`src/rtl/seg7_scan_controller.sv`:
```
// Four-digit multiplexed 7-segment scanner with a double-buffered display value and per-slot anti-ghost blanking.
// Optional build macro LEADING_ZERO_BLANK_EN suppresses leading zero digits (and their decimal points).
module seg7_scan_controller #(
    parameter int REFRESH_DIV = 50000,
    parameter int BLANK_CYC   = 500
) (
    input  logic        Clk,
    input  logic        Rst_n,
    input  logic [15:0] Value,
    input  logic [3:0]  Dp,
    input  logic [3:0]  Digit_En,
    input  logic        Load,
    output logic        Load_Ack,
    output logic [3:0]  Nibble,
    output logic [3:0]  An,
    output logic        Dp_n,
    output logic        Frame_Start
);

    // state    | meaning
    // ST_BLANK | start of slot, all anodes off while the decoder settles
    // ST_SHOW  | current digit's anode on if the digit is visible
    typedef enum logic {ST_BLANK, ST_SHOW} state_t;

    localparam logic [19:0] CNT_LAST  = 20'(REFRESH_DIV - 1);
    localparam logic [19:0] BLANK_END = 20'(BLANK_CYC);

    state_t      state_q, state_d;
    logic [19:0] cnt_q, cnt_d;
    logic [1:0]  idx_q, idx_d;
    logic [15:0] active_q, active_d;
    logic [3:0]  active_dp_q, active_dp_d;
    logic [15:0] shadow_q, shadow_d;
    logic [3:0]  shadow_dp_q, shadow_dp_d;
    logic        pending_q, pending_d;
    logic        xfer_q, xfer_d;
    logic [3:0]  nibble_q, nibble_d;
    logic [3:0]  an_q, an_d;
    logic        dp_n_q, dp_n_d;
    logic        load_ack_q, load_ack_d;
    logic        frame_start_q, frame_start_d;

    logic        wrap;
    logic        boundary;
    logic        visible;
    logic [3:0]  lz_ok;

    always_comb begin
        wrap     = (cnt_q == CNT_LAST);
        boundary = wrap && (idx_q == 2'd3);
        cnt_d    = wrap ? 20'd0 : cnt_q + 20'd1;
        idx_d    = wrap ? idx_q + 2'd1 : idx_q;

        shadow_d    = shadow_q;
        shadow_dp_d = shadow_dp_q;
        pending_d   = pending_q;
        active_d    = active_q;
        active_dp_d = active_dp_q;
        // A Load on the boundary cycle still moves the older shadow; the new value waits a frame.
        if (boundary && pending_q) begin
            active_d    = shadow_q;
            active_dp_d = shadow_dp_q;
        end
        if (Load) begin
            shadow_d    = Value;
            shadow_dp_d = Dp;
            pending_d   = 1'b1;
        end else if (boundary) begin
            pending_d = 1'b0;
        end

        xfer_d        = boundary && pending_q;
        load_ack_d    = xfer_q;
        frame_start_d = (cnt_q == 20'd0) && (idx_q == 2'd0);
    end

    always_comb begin
        state_d = state_q;
        case (state_q)
            ST_BLANK: if (cnt_d >= BLANK_END) state_d = ST_SHOW;
            ST_SHOW:  if (cnt_d == 20'd0)     state_d = ST_BLANK;
            default:  state_d = ST_BLANK;
        endcase

`ifdef LEADING_ZERO_BLANK_EN
        lz_ok[3] = |active_d[15:12];
        lz_ok[2] = lz_ok[3] | (|active_d[11:8]);
        lz_ok[1] = lz_ok[2] | (|active_d[7:4]);
        lz_ok[0] = 1'b1;
`else
        lz_ok = 4'b1111;
`endif
        visible = Digit_En[idx_d] && lz_ok[idx_d];

        nibble_d = (cnt_d == 20'd0) ? active_d[{idx_d, 2'b00} +: 4] : nibble_q;
        an_d     = 4'b1111;
        dp_n_d   = 1'b1;
        if ((state_d == ST_SHOW) && visible) begin
            an_d[idx_d] = 1'b0;
            dp_n_d      = ~active_dp_d[idx_d];
        end
    end

    always_ff @(posedge Clk or negedge Rst_n) begin
        if (!Rst_n) begin
            state_q       <= ST_BLANK;
            cnt_q         <= 20'd0;
            idx_q         <= 2'd0;
            active_q      <= 16'd0;
            active_dp_q   <= 4'd0;
            shadow_q      <= 16'd0;
            shadow_dp_q   <= 4'd0;
            pending_q     <= 1'b0;
            xfer_q        <= 1'b0;
            nibble_q      <= 4'd0;
            an_q          <= 4'b1111;
            dp_n_q        <= 1'b1;
            load_ack_q    <= 1'b0;
            frame_start_q <= 1'b0;
        end else begin
            state_q       <= state_d;
            cnt_q         <= cnt_d;
            idx_q         <= idx_d;
            active_q      <= active_d;
            active_dp_q   <= active_dp_d;
            shadow_q      <= shadow_d;
            shadow_dp_q   <= shadow_dp_d;
            pending_q     <= pending_d;
            xfer_q        <= xfer_d;
            nibble_q      <= nibble_d;
            an_q          <= an_d;
            dp_n_q        <= dp_n_d;
            load_ack_q    <= load_ack_d;
            frame_start_q <= frame_start_d;
        end
    end

    assign Load_Ack    = load_ack_q;
    assign Nibble      = nibble_q;
    assign An          = an_q;
    assign Dp_n        = dp_n_q;
    assign Frame_Start = frame_start_q;

endmodule

```
`config.mk`:
```
export PLATFORM = sky130hd
export DESIGN_NAME = seg7_scan_controller
export DESIGN_NICKNAME = d
export VERILOG_FILES = /design/src/rtl/seg7_scan_controller.sv
export SDC_FILE = /design/constraint.sdc
export NUM_CORES = 1
export LEC_CHECK = 0
export CAP_MARGIN = 30
export CORE_UTILIZATION = 45
export CTS_BUF_LIST = sky130_fd_sc_hd__clkbuf_8
export CTS_CLUSTER_SIZE = 30
export DETAILED_ROUTE_END_ITERATION = 7
export GPL_TIMING_DRIVEN = 0
export PLACE_DENSITY = 0.73
export SLEW_MARGIN = 10
export SYNTH_ARGS = -nofsm -noshare
export SYNTH_HDL_FRONTEND = slang
export SYNTH_SLANG_ARGS = --single-unit
```
`constraint.sdc`:
```
create_clock -name Clk -period 3.2 [get_ports Clk]
set_clock_uncertainty 0.15 [all_clocks]
set_input_delay 0.96 -clock Clk [delete_from_list [all_inputs] [get_ports Clk]]
set_output_delay 0.96 -clock Clk [all_outputs]
set_load 0.1 [all_outputs]
```
* Yosys cells after proc, flatten, opt, wreduce, memory -nomap -nowiden
Index checks and enable logic that the tools add are counted.
Word-level totals: register bits after elaboration 76, input port bits 27, output and inout port bits 11
Operators by class: add/subtract/negate cells 2, order comparisons 3, eq/ne operators 2, shifts and indexed selects 1, muxes and demuxes 19, bitwise operators 3, reductions and logical operators 10
Operators by type and width (number):
- 20-bit zero test | 2
- 20-bit by 1-bit adder with 20-bit output, second input constant | 1
- 20-bit by 16-bit == test with 1-bit output, second input constant | 1
- 20-bit by 9-bit greater-or-equal comparator with 1-bit output, second input constant | 1
- 20-bit two-way mux | 1
- 16-bit two-way mux | 1
- 16-bit by 5-bit variable part select with 4-bit output | 1
- 1-bit two-way mux | 9
- 4-bit two-way mux | 2
- 1-bit binary-select mux with 2-bit select | 3
- 1-bit logical AND | 6
- 4-bit inverter | 1
- 2-bit by 3-bit < comparator with 1-bit output, second input constant | 1
- 2-bit by 1-bit adder with 2-bit output, second input constant | 1
- 1-bit demux with 2-bit select | 1
- 2-bit == test, second input constant | 1
- 2-bit by 1-bit greater-or-equal comparator with 1-bit output, second input constant | 1
- 2-bit zero test | 1
- 2-bit two-way mux | 1
- 1-bit inverter | 2
- 1-bit case mux with 2 select lines | 1
- 2-bit nonzero test | 1

* Depth between registers and ports, before layout
Gate-level depths: netlist of run 1.
depth in word-level cells 8, depth in mapped cells 9, mapped depth without buffers 8

* Worst setup path before layout of run 1
OpenSTA, ideal clock, no wires.
kind register to register, start reg cnt_q[0], end reg nibble_q[1] (netlist: Nibble[1]), library setup time 0.126 ns, data arrival time 2.509 ns, slack 0.416 ns, stages on the path, launching flop included 10, buffers on the path 1, clock period less this slack 2.784 ns, cell sequence dfrtp_1 > ha_1 > nand3_2 > nor4_4 > nand4_2 > buf_6 > mux2_4 > a2111o_1 > o31a_1 > mux2_2
On the way: longest elaborated chain between the ends 5, elaborated cells between the ends (all ways) 9, those cells by class 1 x add/sub; 1 x eq/ne; 1 x shift; 3 x mux; 3 x reduce/logical
Ends and longest elaborated chain:
- from (decl) | line 29 | logic [19:0] cnt_q, cnt_d;
- from (signal assigned) | line 122 | cnt_q <= cnt_d;
- 20-bit by 16-bit == test with 1-bit output | line 49 | wrap = (cnt_q == CNT_LAST);
- 1-bit logical AND | line 50 | boundary = wrap && (idx_q == 2'd3);
- 1-bit logical AND | line 60 | if (boundary && pending_q) begin
- 16-bit two-way mux | line 60
- named net active_d[1] | line 31 | logic [15:0] active_q, active_d;
- 16-bit by 5-bit variable part select with 4-bit output | line 95 | nibble_d = (cnt_d == 20'd0) ? active_d[{idx_d, 2'b00} +: 4] : nibble_q;
- to (signal assigned) | line 130 | nibble_q <= nibble_d;
- to (decl) | line 37 | logic [3:0] nibble_q, nibble_d;
The timed path passes the listed nets, and every way through them passes these cells. A chain may end at the register's enable or synchronous reset.

* Worst setup path in the final report of run 1
start reg an_q[1] (netlist: An[1]), end out An[1]
RTL lines:
- from (decl) | line 38 | logic [3:0] an_q, an_d;
- from (signal assigned) | line 131 | an_q <= an_d;
- to (decl) | line 15 | output logic [3:0] An,
No word-level cell between the ends.

==> flow_summary_export.csv, run 1 <==
group,metric,value,unit
hold_path,hp-class,"register to register",
floorplanning,fp-row-count,32,
floorplanning,pin_count,38,
setup_path,path_buf_inv,1,
logic_synthesis,syn_nets,361,
cells_and_area,multiInputGateArea,1760,um^2
clock_network,clk_pin_slew,0.09,ns
clock_network,root_buffer,"clkbuf_8",
global_route,grt_usage,19.7,%
setup_path,worst-path-max-fanout,1,
logic_synthesis,synthesis.area,3760,um^2
logic_synthesis,yosys_warnings,0,
hold_path,min_from,"load_ack_d",
floorplanning,fp.coreArea,7890,um^2
placement,pre_cts_slack,0.0333,ns
logic_synthesis,synth_cells,330,
global_route,grt_pass1_wl,13100,um
logic_synthesis,synth_top_area_share,47.2,%
detailed_routing,wl_per_cell,16.1,um
clock_network,postCtsSetupBuffers,0,
detailed_routing,detail_route.first_pass.iterations,4,
logic_synthesis,synth-compound-area-share,9.44,%
global_route,antenna_found_initial,0,
placement,post-dp-hpwl,5480,um
timing,rsz0062_at_grt,"no",
clock_network,worstSkewPairLatency,0.36,ns
cells_and_area,final.fill_count,654,
logic_synthesis,synth_fa_ha_area_share,1.33,%
setup_path,crit_required,2.09,ns
cells_and_area,nets,410,
timing,finalCriticalPeriod,3.11,ns
detailed_routing,viasPerCell,5.62,
setup_path,max_stage_delay,1.12,ns
floorplanning,initial_core_util,47.7,%
logic_synthesis,yosysSeqAreaShare,50.7,%
clock_network,cts_sinks,76,
global_route,grt_pass1_vias,2666,
logic_synthesis,synth.avg_cell_area,11.4,um^2
power,power_per_cell_area,426,nW/um^2
cells_and_area,seq_area,1910,um^2
detailed_routing,drc,0,
timing,timing.setup.tns,0,ns
timing,final.period_utilization,97.2,%
timing,tightest_slew,0.969,ns
clock_network,cts_tree,"built",
global_route,grt_max_degree,65,
logic_synthesis,yosysMostFrequentCell,"dfrtp_1",
timing,max_slew_margin,35.2,%
setup_path,worst_path_max_delay_cell,"clkdlybuf4s50_1",
global_route,grt.overflow.total,0,
timing,max_freq,0.321,GHz
clock_network,ctsLongestPathBuffers,2,
floorplanning,dieHeight,93.4,um
clock_network,htree_num_levels,3,
logic_synthesis,synth_top_family_by_area,"simple AND/OR/NAND/NOR gates",
setup_path,critPathTopFamily,"buffers and inverters",
timing,fin_ws,0.0892,ns
logic_synthesis,synthXorXnorAreaFrac,5.35,%
floorplanning,die_x,93.4,um
logic_synthesis,synth-edff-count,0,
detailed_routing,postRouteAntennaNets,0,
cells_and_area,layout-drive-gt1-share,23.7,%
placement,place_congestion,0.887,
run,maxCapViolations,0,
logic_synthesis,synth_top_cells_by_area,"dfrtp_1 (47%), mux2_2 (13%), nand2_1 (4.0%)",
detailed_routing,num_vias,2732,
setup_path,startpoint,"An[1]",
power,peakVddDrop,0.218,mV
timing,finalSetupViolations,0,
logic_synthesis,async_flop_share,100,%
logic_synthesis,ys_types,51,
setup_path,cp_data_arrival_time,2.00,ns
logic_synthesis,synth_top_area_cell,"dfrtp_1",
setup_path,r2r-start,"cnt_q[1]",
power,p_leak,2.03,nW
timing,fin_hold_ws,0.207,ns
setup_path,cp-start-kind,"register",
setup_path,path_class,"register to primary output",
logic_synthesis,ys_ff_latch,76,
timing,hold_viol,0,
timing,slew_viol_final,0,
cells_and_area,num_antenna_cells,0,
floorplanning,die_area,8730,um^2
run_status,status,"complete, no violations",
setup_path,crit_chain,"clkdlybuf4s50_1",
cells_and_area,fin_area,4540,um^2
detailed_routing,drtIter0Drc,154,
detailed_routing,wirelength,7810,um
clock_network,cts_buffers,9,
logic_synthesis,synthMuxAreaShare,14.8,%
logic_synthesis,synthFlopType,"dfrtp_1",
placement,io_buffer_count,37,
setup_path,cp-end-kind,"primary output",
cells_and_area,syn_to_final_growth,20.8,%
power,p_total,0.00194,W
logic_synthesis,synth_common_cells,"dfrtp_1 (71), mux2_2 (42), nand2_1 (40)",
logic_synthesis,synthSimpleGateAreaFrac,15.2,%
placement,placed_area,4290,um^2
[cells in the final DEF, fill, tap and decap left out, types with 4 or more instances in the layout]
cell and count:
and3_1 11, xnor2_1 11, clkbuf_1 6, a32o_1 4, nand2_1 39, inv_1 7, mux2_2 42, clkdlybuf4s50_1 36
nand3_1 10, a21oi_1 4, xor2_1 12, o211ai_1 6, nor2_1 19, dfstp_2 5, nand4_1 4, o31a_1 5
dfrtp_1 70, a2111o_1 4, nor3_1 5, clkbuf_8 10, o21ai_0 4, a22o_1 4
[worst reg2reg max path, stage by stage (launching register included)]
cell      delay [ns]
dfrtp_1         0.45
ha_2            0.27
nand3_2         0.21
nor4_4          0.35
nand4_2         0.18
buf_6           0.19
mux2_4          0.32
a2111o_1        0.41
o31a_1          0.12
mux2_2          0.27
[path summary, 6_finish.rpt]
kind / endpoint / slack, ns / cells after the start
worst min register to register: Load_Ack / 0.21 / 0
worst max register to register: Nibble[1] / 0.19 / 9
min in group asynchronous: cnt_q[11] / 0.30 / 1
max in group asynchronous: An[0] / 1.99 / 2
worst max-delay path: An[1] / 0.09 / 1
worst min-delay path: Load_Ack / 0.21 / 0
[power breakdown]
| group | total (W) | switching, W | internal [W] |
|---|---|---|---|
| Clock | 0.000846 | 0.000378 | 0.000468 |
| Combinational | 0.0000897 | 0.0000348 | 0.0000549 |
| Sequential | 0.00100 | 0.0000147 | 0.000985 |
| Total | 0.00194 | 0.000427 | 0.00151 |
[registers in the layout (all words and copies together), names as in the netlist, 2 cells and up]
signal	cells
idx_q	2
An	4
shadow_dp_q	4
active_q	16
active_dp_q	4
shadow_q	16
Nibble	4
cnt_q	20
[layer usage]
metal | up-vias | global-route usage [%] | part of all wire, %
li1 | 1285 | - | -
met1 | 1368 | 26.7 | 47
met2 | 68 | 31.3 | 47
met3 | 11 | 2.60 | 4.3
met4 | 0 | 9.23 | 1.7
met5 | - | 0 | 0
[metrics by stage]
stage | std cells | utilization (%)
2_1_floorplan | 330 | -
3_3_place_gp | 469 | 54.0
3_5_place_dp | 470 | 54.3
4_1_cts | 486 | 57.3
5_1_grt | 486 | 57.6
6_report | 486 | 57.6
[layout make-up]
type                    instances  area share [%]
clock buffers                  10            3.03
well taps                     102            2.81
multi-input cells             231            38.6
inverters                       8           0.661
plain buffers                  15            2.06
clock inverters                 6            2.09
flip-flops and latches         76            42.0
repair buffers                 38            8.70
[cell families (layout without fill, tap and decap cells)]
kind of cell               count (synthesis)  after routing
buffers and inverters                     23             77
DFF                                       76             76
and+or+nand+nor                          111            111
muxes                                     48             48
xor gates and xnor gates                  23             23
adders and majority gates                  4              4
AOI/OAI and AO/OA                         45             45
[repair_timing]
| item | 4_1_cts | 5_1_grt |
|---|---|---|
| hold buffers | 0 | 0 |
| gates resized for setup | 0 | 8 |
| hold endpoints to repair | 0 | 0 |
| endpoints found under the setup margin | 0 | 10 |
(Power assumes the default switching activity.)
==> run 2: changes to the inputs <==
--- a/config.mk
+++ b/config.mk
@@ -8,6 +8,7 @@
 export CAP_MARGIN = 30
 export CORE_UTILIZATION = 45
 export CTS_BUF_LIST = sky130_fd_sc_hd__clkbuf_8
+export CTS_CLUSTER_DIAMETER = 150
 export CTS_CLUSTER_SIZE = 30
 export DETAILED_ROUTE_END_ITERATION = 7
 export GPL_TIMING_DRIVEN = 0
==> results of run 2 <==
No change in the layout: final DEF, timing and power equal those of run 1.
